### src/rtl/next_pc_unit.sv
// Next-PC generator with LUT jumps, a circular return-address stack and the
// start/done run-control FSM that gates PC updates.
module next_pc_unit #(
  parameter int unsigned PC_W      = 12,
  parameter int unsigned LUT_DEPTH = 16,
  parameter int unsigned RAS_DEPTH = 4,
  localparam int unsigned LUT_IW   = (LUT_DEPTH > 1) ? $clog2(LUT_DEPTH) : 1,
  localparam int unsigned RAS_IW   = (RAS_DEPTH > 1) ? $clog2(RAS_DEPTH) : 1,
  localparam int unsigned CNT_W    = $clog2(RAS_DEPTH + 1)
) (
  input  logic              clk,
  input  logic              reset,
  input  logic              req_start,
  input  logic              halt,
  input  logic [PC_W-1:0]   pc_cur,
  input  logic              branch_taken,
  input  logic              jump,
  input  logic              call,
  input  logic              ret,
  input  logic [LUT_IW-1:0] lut_idx,
  input  logic [7:0]        rel_off,
  input  logic              lut_we,
  input  logic [LUT_IW-1:0] lut_waddr,
  input  logic [PC_W-1:0]   lut_wdata,
  output logic [PC_W-1:0]   pc_next,
  output logic              start,
  output logic              done,
  output logic              ras_ovf,
  output logic              ras_unf
);

  typedef enum logic [1:0] {StIdle, StRun, StHalted} state_e;

  state_e            state_q, state_d;
  logic              start_q, start_d;
  logic              done_q, done_d;

  logic [PC_W-1:0]   lut_q [LUT_DEPTH];
  logic [PC_W-1:0]   ras_q [RAS_DEPTH];
  // sp_q points at the next write slot; the top entry sits just below it.
  logic [RAS_IW-1:0] sp_q, sp_d;
  logic [CNT_W-1:0]  cnt_q, cnt_d;
  logic              ovf_q, ovf_d;
  logic              unf_q, unf_d;

  logic [RAS_IW-1:0] sp_inc, sp_dec;
  logic [PC_W-1:0]   pc_inc, rel_sext, ras_top, lut_rd;
  logic              ras_empty, ras_full, active, go;
  logic              push, pop, ovf_evt, unf_evt;

  // Stack pointer arithmetic, decoded control and flag events.
  always_comb begin
    sp_inc    = (sp_q == RAS_IW'(RAS_DEPTH - 1)) ? '0 : sp_q + RAS_IW'(1);
    sp_dec    = (sp_q == '0) ? RAS_IW'(RAS_DEPTH - 1) : sp_q - RAS_IW'(1);
    pc_inc    = pc_cur + PC_W'(1);
    rel_sext  = {{(PC_W - 8){rel_off[7]}}, rel_off};
    ras_top   = ras_q[sp_dec];
    lut_rd    = lut_q[lut_idx];
    ras_empty = (cnt_q == '0);
    ras_full  = (cnt_q == CNT_W'(RAS_DEPTH));
    active    = (state_q == StRun) && !halt;
    go        = (state_q == StIdle) && req_start;
    pop       = active && ret && !ras_empty;
    push      = active && !ret && call;
    unf_evt   = active && ret && ras_empty;
    ovf_evt   = push && ras_full;
  end

  // Next-PC selection; ret outranks call, which outranks jump and branch.
  always_comb begin
    pc_next = pc_cur;
    if (active) begin
      if (ret) begin
        pc_next = ras_empty ? pc_inc : ras_top;
      end else if (call || jump) begin
        pc_next = lut_rd;
      end else if (branch_taken) begin
        pc_next = pc_cur + rel_sext;
      end else begin
        pc_next = pc_inc;
      end
    end
  end

  // FSM next state; start/done are registered decodes of the next state.
  always_comb begin
    state_d = state_q;
    unique case (state_q)
      StIdle:   if (req_start) state_d = StRun;
      StRun:    if (halt)      state_d = StHalted;
      StHalted: if (req_start) state_d = StIdle;
      default:                 state_d = StIdle;
    endcase
    start_d = (state_d == StIdle);
    done_d  = (state_d == StHalted);
  end

  // Stack occupancy and sticky flags; a new run clears both.
  always_comb begin
    sp_d  = sp_q;
    cnt_d = cnt_q;
    ovf_d = ovf_q | ovf_evt;
    unf_d = unf_q | unf_evt;
    if (go) begin
      sp_d  = '0;
      cnt_d = '0;
      ovf_d = 1'b0;
      unf_d = 1'b0;
    end else if (pop) begin
      sp_d  = sp_dec;
      cnt_d = cnt_q - CNT_W'(1);
    end else if (push) begin
      sp_d  = sp_inc;
      cnt_d = ras_full ? cnt_q : cnt_q + CNT_W'(1);
    end
  end

  // Run-control FSM with registered Moore outputs.
  always_ff @(posedge clk) begin
    if (!reset) begin
      state_q <= StIdle;
      start_q <= 1'b1;
      done_q  <= 1'b0;
    end else begin
      state_q <= state_d;
      start_q <= start_d;
      done_q  <= done_d;
    end
  end

  // Stack bookkeeping, flags and the jump-target LUT.
  always_ff @(posedge clk) begin
    if (!reset) begin
      sp_q  <= '0;
      cnt_q <= '0;
      ovf_q <= 1'b0;
      unf_q <= 1'b0;
      for (int i = 0; i < LUT_DEPTH; i++) lut_q[i] <= '0;
    end else begin
      sp_q  <= sp_d;
      cnt_q <= cnt_d;
      ovf_q <= ovf_d;
      unf_q <= unf_d;
      if (lut_we) lut_q[lut_waddr] <= lut_wdata;
    end
  end

  // Stack storage; a full push lands on the oldest slot.
  always_ff @(posedge clk) begin
    if (reset && push) ras_q[sp_q] <= pc_inc;
  end

  assign start   = start_q;
  assign done    = done_q;
  assign ras_ovf = ovf_q;
  assign ras_unf = unf_q;

endmodule
### config.mk
export PLATFORM = sky130hd
export DESIGN_NAME = next_pc_unit
export DESIGN_NICKNAME = d
export VERILOG_FILES = /design/src/rtl/next_pc_unit.sv
export SDC_FILE = /design/constraint.sdc
export NUM_CORES = 1
export LEC_CHECK = 0
export ABC_AREA = 1
export BUFFER_PORTS_ARGS = -buffer_cell sky130_fd_sc_hd__buf_2
export CAP_MARGIN = 15
export CORE_UTILIZATION = 43
export CTS_CLUSTER_SIZE = 14
export DETAILED_ROUTE_END_ITERATION = 12
export PLACE_DENSITY = 0.67
export SYNTH_ARGS = -nofsm -noshare
export SYNTH_HDL_FRONTEND = slang
export SYNTH_SLANG_ARGS = --single-unit
### constraint.sdc
create_clock -name clk -period 2.13 [get_ports clk]
set_clock_uncertainty 0.15 [all_clocks]
set_input_delay 0.426 -clock clk [delete_from_list [all_inputs] [get_ports clk]]
set_output_delay 0.426 -clock clk [all_outputs]
set_load 0.02 [all_outputs]
==> summary.md, run 1 <==
| Metric | Value |
|---|---|
| Status | `finished with violations` |
| Violated checks | `setup timing` |
| Number of primary I/O pins | `65` |
| Number of max-cap violations | `0` |
| First-pass GRT wire length | `approximately 53 mm` |
| HPWL Detailed | `~23 mm` |
| Global route total overflow | `0` |
| Warnings, synthesis | `0` |
| Number of cells traversed by the worst hold path | `3` |
| Average routed wire per standard cell | `between 15 and 20 µm` |
| Worst-path maximum fanout | `8` |
| Std-Cell Rows | `62` |
| Count of H-tree levels built during CTS | `1` |
| Number of cells on the worst reg-to-reg path | `8` |
| Overall global routing resource usage | `a little under a quarter` |
| RSZ-0062 raised after global routing | `true` |
| Setup_tns | `-6.43 ns` |
| Register bit total from synthesis | `between 200 and 300` |
| Inserted Clock Buffers | `27` |
| Clock sink total | `251` |
| Placed Instance Area | `14,300 µm²` |
| Clock tree root buffer cell | `clkbuf_16` |
| Critical setup path kind | `reg -> out` |
| Netlist area before placement | `12,500 µm²` |
| Antenna Cells | `0` |
| Antenna-violating nets left | `0` |
| Layout Cell Area excl Fill | `roughly 15,000 µm²` |
| Worst R2R Setup Slack | `~0.19 ns` |
| Core footprint | `between 20,000 and 30,000 µm²` |
| Detail-routed via count per cell | `approximately 5.3` |
| 1st-iter DRT viols | `roughly 930` |
| Crit path launch type | `flip-flop` |
| Mapped Nets | `roughly 1,400` |
| Part of the Yosys area used for sequential elements | `59.3%` |
| Clock tree from TritonCTS | `done` |
| Number of cells in the finished layout apart from fillers | `between 1,500 and 2,000` |
| Fin crit share | `127%` |
| Pin count of the biggest net entering global routing | `60` |
| Power density of the placed cells | `730 nW/µm²` |
| CTS max path bufs | `3` |
| Avg Cell Area, Syn | `9.26 µm²` |
| PortBufs | `between 60 and 70` |
| Pins Over Slew Limit | `0` |
| Via count of the first global-routing pass | `roughly 9,900` |
| Last weighted congestion value of the routability-driven placer | `0.938` |
| Leakage Power | `~0.0063 µW` |
| Arr. time, crit path | `around 2.1 ns` |
| Crit end category | `primary output` |
| Worst slew pin tran | `0.590 ns` |
| Final count of hold timing violations | `0` |
| Total DRC errors in the routed layout | `0` |
| Fraction of final layout cells with drive strength greater than 1 | `22.6%` |
| Final setup violation count | `12` |
| Net total in the final layout | `1,602` |
| Vias after detailed routing | `10,200` |
| Design Power | `roughly 11,000 µW` |
| Mapped Cells | `about 1,400` |
| Placed cell count | `1,885` |
| Util after Layout | `between 50 and 60%` |
| Area of the die | `between 20,000 and 30,000 µm²` |
| Later-pin clock latency in the skew report | `between 0.5 and 0.6 ns` |
| Area added between synthesis and finish | `23.4%` |
| Kind of path behind the tightest hold check | `in -> reg` |
| Final worst path period need | `2.70 ns` |
| CP Data Required Time | `~1.6 ns` |
| Antenna violations before repair | `0` |
| Peak VDD IR | `approximately 0.59 mV` |
| Routed Wire Length | `~34 mm` |
| Vertical extent of the die | `about 170 µm` |
| Number of optimization iterations in the first detailed-route pass | `5` |
| Relative max-transition margin | `60.6%` |
| Effective utilization at floorplan | `between 40% and 50%` |
| Final critical-path setup slack | `-0.569 ns` |
| Horizontal die dimension | `roughly 170 µm` |
| Max frequency | `between 0.3 and 0.4 GHz` |
| Number of different library cells in the post-synthesis netlist | `38` |
| Clock slew seen by the registers of the worst setup and hold paths | `around 0.06 ns` |
[area by class of cell]
class | count | area, µm²
Tap cell | 384 | 480
Clock buffer | 33 | 718
Inverter | 99 | 382
Multi-Input combinational cell | 923 | 4520
Timing Repair Buffer | 233 | 1870
Fill cell | 2587 | 13200
Sequential cell | 251 | 7430
Clock inverter | 8 | 51.3
[Yosys cell counts]
| library cell | n | share of area (%) |
|---|---|---|
| edfxtp_1 | 240 | 58 |
| o21ai_2 | 1 | 0.070 |
| buf_1 | 2 | 0.060 |
| nor2_1 | 385 | 12 |
| fa_1 | 2 | 0.32 |
| xnor2_1 | 2 | 0.14 |
| buf_6 | 10 | 0.90 |
| nor2_2 | 2 | 0.10 |
| a22o_2 | 1 | 0.080 |
| o211ai_1 | 44 | 2.6 |
| o221ai_1 | 2 | 0.14 |
| buf_8 | 1 | 0.12 |
| nand2_1 | 198 | 5.9 |
| clkbuf_1 | 40 | 1.2 |
| o22ai_1 | 15 | 0.75 |
| inv_4 | 1 | 0.050 |
| clkinv_1 | 1 | 0.030 |
| dfxtp_1 | 11 | 1.8 |
| buf_4 | 7 | 0.42 |
| clkbuf_8 | 1 | 0.11 |
| o21ai_0 | 108 | 4.3 |
| inv_2 | 5 | 0.15 |
| buf_2 | 15 | 0.60 |
| a31oi_1 | 3 | 0.15 |
| xor2_2 | 1 | 0.13 |
| clkbuf_2 | 3 | 0.12 |
| nor3_1 | 6 | 0.24 |
| a21oi_1 | 33 | 1.3 |
| inv_1 | 92 | 2.8 |
| nand3_1 | 63 | 2.5 |
| nand2_2 | 4 | 0.20 |
| xor2_1 | 9 | 0.63 |
| ha_1 | 16 | 1.6 |
| nand4_1 | 5 | 0.25 |
| nand3_2 | 1 | 0.080 |
| nor2_4 | 2 | 0.18 |
| o21ai_1 | 18 | 0.72 |
| or2_2 | 2 | 0.10 |
[worst max-delay path: stages, from the launching register on]
cell     delay (ns)
dfxtp_2        0.32
inv_2          0.07
ha_4           0.14
inv_4          0.05
nand2_8        0.08
inv_6          0.05
buf_8          0.13
buf_6          0.12
nand2_2        0.05
nand3_2        0.07
nand3_2        0.07
o21ai_1        0.06
a21oi_1        0.16
nand2_1        0.09
buf_6          0.13
[where the power goes]
group / switching, µW / internal [µW] / total [µW]
Combinational: 883 / 531 / 1410
Clock: 1810 / 2360 / 4170
Sequential: 60.1 / 5630 / 5690
Total: 2760 / 8520 / 11300
[final timing paths]
kind              start           to
min           req_start         done
max             sp_q[0]  pc_next[11]
min reg2reg     ras_ovf      ras_ovf
max reg2reg  state_q[0]  ras_q[0][6]
[layout by cell type, fill, tap and decap left out, types with 6 or more instances in the layout]
master,count
a21oi_2,8
inv_1,85
nand2_1,186
buf_6,12
clkbuf_16,28
buf_4,151
o21ai_1,28
dfxtp_1,9
nand2_2,14
buf_2,53
o21ai_2,17
nor2_1,382
o22ai_1,10
edfxtp_1,240
nand3_2,6
nor3_1,6
inv_2,10
buf_12,15
nand3_1,58
a21oi_1,25
o211ai_1,44
ha_1,13
xor2_1,9
o21ai_0,82
[metrics by stage]
| step | hold slack, ns | setup WS (ns) |
|---|---|---|
| 2_1_floorplan | 0.337 | -0.0812 |
| 3_3_place_gp | 0.301 | -0.448 |
| 3_5_place_dp | 0.311 | -0.448 |
| 4_1_cts | 0.0403 | -0.583 |
| 5_1_grt | 0.0609 | -0.689 |
| 6_report | 0.0627 | -0.569 |
[kinds of logic after synthesis]
group	count (synthesis)	share of synthesized area, %
simple gates	668	21.1
buf+inv	178	6.52
xor+xnor	12	0.900
compound gates	225	10.2
fa+ha+maj	18	1.92
flops	251	59.3
[layer usage]
layer	up-vias	wire length [µm]	track usage, %
met5	-	0	0
met4	0	1060	7.48
met3	74	2300	3.45
met2	354	16600	38.6
met1	4858	14000	29.2
li1	4914	-	-
[timing repair]
item / CTS / global route
pin swaps: 23 / 17
cloned: 1 / 1
resized for setup: 77 / 33
endpoints found under the setup margin: 12 / 12
hold buffers: 0 / 0
buffers inserted: 3 / 1
[state kept, by name (all words and copies together), names as in the netlist]
| signal | count |
|---|---|
| ras_ovf | 1 |
| ras_q | 48 |
| start | 1 |
| lut_q | 192 |
| ras_unf | 1 |
| state_q | 2 |
| done | 1 |
| sp_q | 2 |
| cnt_q | 3 |
No activity file was read; power rests on OpenSTA's default activity.
==> run 2: changes to the inputs <==
--- a/config.mk
+++ b/config.mk
@@ -8,10 +8,10 @@
 export ABC_AREA = 1
 export BUFFER_PORTS_ARGS = -buffer_cell sky130_fd_sc_hd__buf_2
 export CAP_MARGIN = 15
-export CORE_UTILIZATION = 43
+export CORE_UTILIZATION = 55
 export CTS_CLUSTER_SIZE = 14
 export DETAILED_ROUTE_END_ITERATION = 12
-export PLACE_DENSITY = 0.67
+export PLACE_DENSITY = 0.81
 export SYNTH_ARGS = -nofsm -noshare
 export SYNTH_HDL_FRONTEND = slang
 export SYNTH_SLANG_ARGS = --single-unit
==> run 2 against run 1 <==
Net effect:
- the run still ends with setup timing left
- largest cell class unchanged
- core utilization up 16 points
- combinational power up 4%
- setup slack worse by 0.013 ns
- worst hold slack better by 0.018 ns
- register-to-register slack worse by 0.02 ns
- flip-flop and latch count unchanged
==> summary.md, run 2 (synthesized netlist as in run 1, its figures left out) <==
| Metric | Value |
|---|---|
| Clock tree root buffer cell | `clkbuf_16` |
| Violated checks | `setup timing` |
| Number of cells on the worst reg-to-reg path | `12 (+4)` |
| Status | `finished with violations` |
| Clock slew seen by the registers of the worst setup and hold paths | `0.07 ns (about the same)` |
| Via count of the first global-routing pass | `10,800 (+8.8%)` |
| Routed Wire Length | `36.3 mm (+6.8%)` |
| Number of max-cap violations | `0 (unchanged)` |
| Register with the most flip-flops | `lut_q` |
| Area added between synthesis and finish | `24.1%` |
| Final worst path period need | `2.71 ns (+0.0132 ns)` |
| Critical setup path kind | `reg -> out` |
| Net total in the final layout | `1,599 (-0.19%)` |
| Last weighted congestion value of the routability-driven placer | `0.956 (+2.0%)` |
| PortBufs | `64 (unchanged)` |
| Number of cells in the finished layout apart from fillers | `1,832 (-5.1%)` |
| Antenna violations before repair | `0 (unchanged)` |
| Final count of hold timing violations | `0 (unchanged)` |
| Count of H-tree levels built during CTS | `1 (unchanged)` |
| Final setup violation count | `12 (unchanged)` |
| Crit path launch type | `flip-flop` |
| Terminus of the critical flop-to-flop path | `cnt_q[2]` |
| Pin count of the biggest net entering global routing | `56 (-6.7%)` |
| Vertical extent of the die | `153 µm (-11%)` |
| Final critical-path setup slack | `-0.583 ns (-0.0132 ns)` |
| Number of primary I/O pins | `65 (unchanged)` |
| Arr. time, crit path | `2.14 ns (+0.02 ns)` |
| Setup_tns | `-6.45 ns (-0.0203 ns)` |
| Max FFs per register | `192 (unchanged)` |
| Placed Instance Area | `14,200 µm² (-0.96%)` |
| Effective utilization at floorplan | `56.7% (+13 points)` |
| Kind of path behind the tightest hold check | `in -> reg` |
| Antenna-violating nets left | `0 (unchanged)` |
| Horizontal die dimension | `153 µm (-11%)` |
| Std-Cell Rows | `54 (-13%)` |
| Antenna Cells | `0 (unchanged)` |
| 1st-iter DRT viols | `1,340 (+45%)` |
| CTS max path bufs | `3 (unchanged)` |
| Post-place setup slack | `-0.468 ns (-0.0203 ns)` |
| Commonest non-fill, non-tap cell in the layout | `nor2_1` |
| CP Data Required Time | `1.55 ns (about the same)` |
| Max frequency | `0.369 GHz (-0.49%)` |
| Worst Hold Launch | `req_start` |
| Registers with the most flip-flops | `lut_q x192, ras_q x48, cnt_q x3` |
| Peak VDD IR | `0.714 mV (+22%)` |
| Area of the die | `23,400 µm² (-22%)` |
| Clock sink total | `251 (unchanged)` |
| Overall global routing resource usage | `31.5% (+8.9 points)` |
| Layout Cell Area excl Fill | `15,500 µm² (+0.50%)` |
| Count of fill cells added during filler insertion | `1,563 (-40%)` |
| Crit path to | `pc_next[5]` |
| Leakage Power | `0.00638 µW (+1.2%)` |
| Highest-count cells in the layout ignoring fill and taps | `nor2_1 (380), edfxtp_1 (240), nand2_1 (189)` |
| Power density of the placed cells | `777 nW/µm² (+6.5%)` |
| Number of optimization iterations in the first detailed-route pass | `7 (+2)` |
| Pins Over Slew Limit | `0 (unchanged)` |
| Number of hold-repair buffers added at the cts stage | `0 (unchanged)` |
| Sequential cell area | `7430 µm² (about the same)` |
| Worst-path maximum fanout | `4 (-4)` |
| Global route total overflow | `0 (unchanged)` |
| RSZ-0062 raised after global routing | `true` |
| Core footprint | `22,100 µm² (-23%)` |
| Worst slew pin tran | `0.577 ns (-0.0131 ns)` |
| Launching instance or port of the critical path | `sp_q[0]` |
| Fraction of final layout cells with drive strength greater than 1 | `23.1% (+0.44 points)` |
| Worst r2r src | `state_q[1]` |
| Total DRC errors in the routed layout | `0 (unchanged)` |
| Fin crit share | `127% (+0.62 points)` |
| Detail-routed via count per cell | `5.91 (+12%)` |
| Later-pin clock latency in the skew report | `0.52 ns (about the same)` |
| Placed cell count | `1,780 (-5.6%)` |
| Vias after detailed routing | `10,833 (+6.2%)` |
| Fin Hold WS | `0.0806 ns (+0.0180 ns)` |
| Area of combinational cells with multiple inputs | `4550 µm² (+0.61%)` |
| Average routed wire per standard cell | `19.8 µm (+13%)` |
| Worst R2R Setup Slack | `0.17 ns (-0.02 ns)` |
| Inserted Clock Buffers | `26 (-3.7%)` |
| HPWL Detailed | `23.9 mm (+3.1%)` |
| Crit end category | `primary output` |
| Relative max-transition margin | `61.4% (+0.82 points)` |
| First-pass GRT wire length | `56.6 mm (+7.7%)` |
| Clock tree from TritonCTS | `done` |
## run 2: worst min path at each step
stage,depth (start not counted),to,slack (ns)
final,3,done,0.08
after global routing,3,done,0.08
after CTS,3,done,0.05
after detailed placement,2,ras_unf,0.31
after global placement,2,ras_unf,0.30
after floorplan,2,cnt_q[0],0.34
## run 2: where the power goes
| group | internal (µW) | switching (µW) | total [µW] |
|---|---|---|---|
| registers | 5630 | 70.1 | 5700 |
| clock network | 3000 | 1910 | 4910 |
| logic | 537 | 923 | 1460 |
| total | 9170 | 2900 | 12100 |
## run 2: per-stage QoR
stage	power, µW	util [%]
finish	12100	70.3
global route	12400	70.3
CTS	12000	70.0
detailed placement	7150	64.3
global placement	7110	64.3
floorplan	6540	-
## run 2: critical path, cell delays in order, from the launching register on
cell and delay (ns):
dfxtp_2 0.33, inv_2 0.08, ha_4 0.15, inv_4 0.05, nand2_8 0.09, inv_8 0.06
buf_16 0.13, o21ai_2 0.15, o22ai_2 0.08, nand2_1 0.06, o21ai_1 0.07, a21oi_1 0.15
nand2_1 0.08, buf_6 0.13
## run 2: final cells by class
type	count	area share [%]
clock buffer	32	4.60
sequential	251	47.8
tap	280	2.26
timing repair buffer	231	12.1
multi-input combinational	923	29.3
inverter	99	2.56
clock inverter	16	1.39
## run 2: metal layers
layer	vias to the layer above	wire, µm	track usage, %
met4	0	1750	15.8
li1	4920	-	-
met2	681	18000	54.6
met1	5078	13100	38.6
met5	-	0	0
met3	154	3460	4.39
## run 2: what timing repair did
item	in CTS	in global routing
setup buffers	4	0
pin swaps	25	2
setup endpoints to repair	12	13
resized for setup	109	19
cloned	2	0
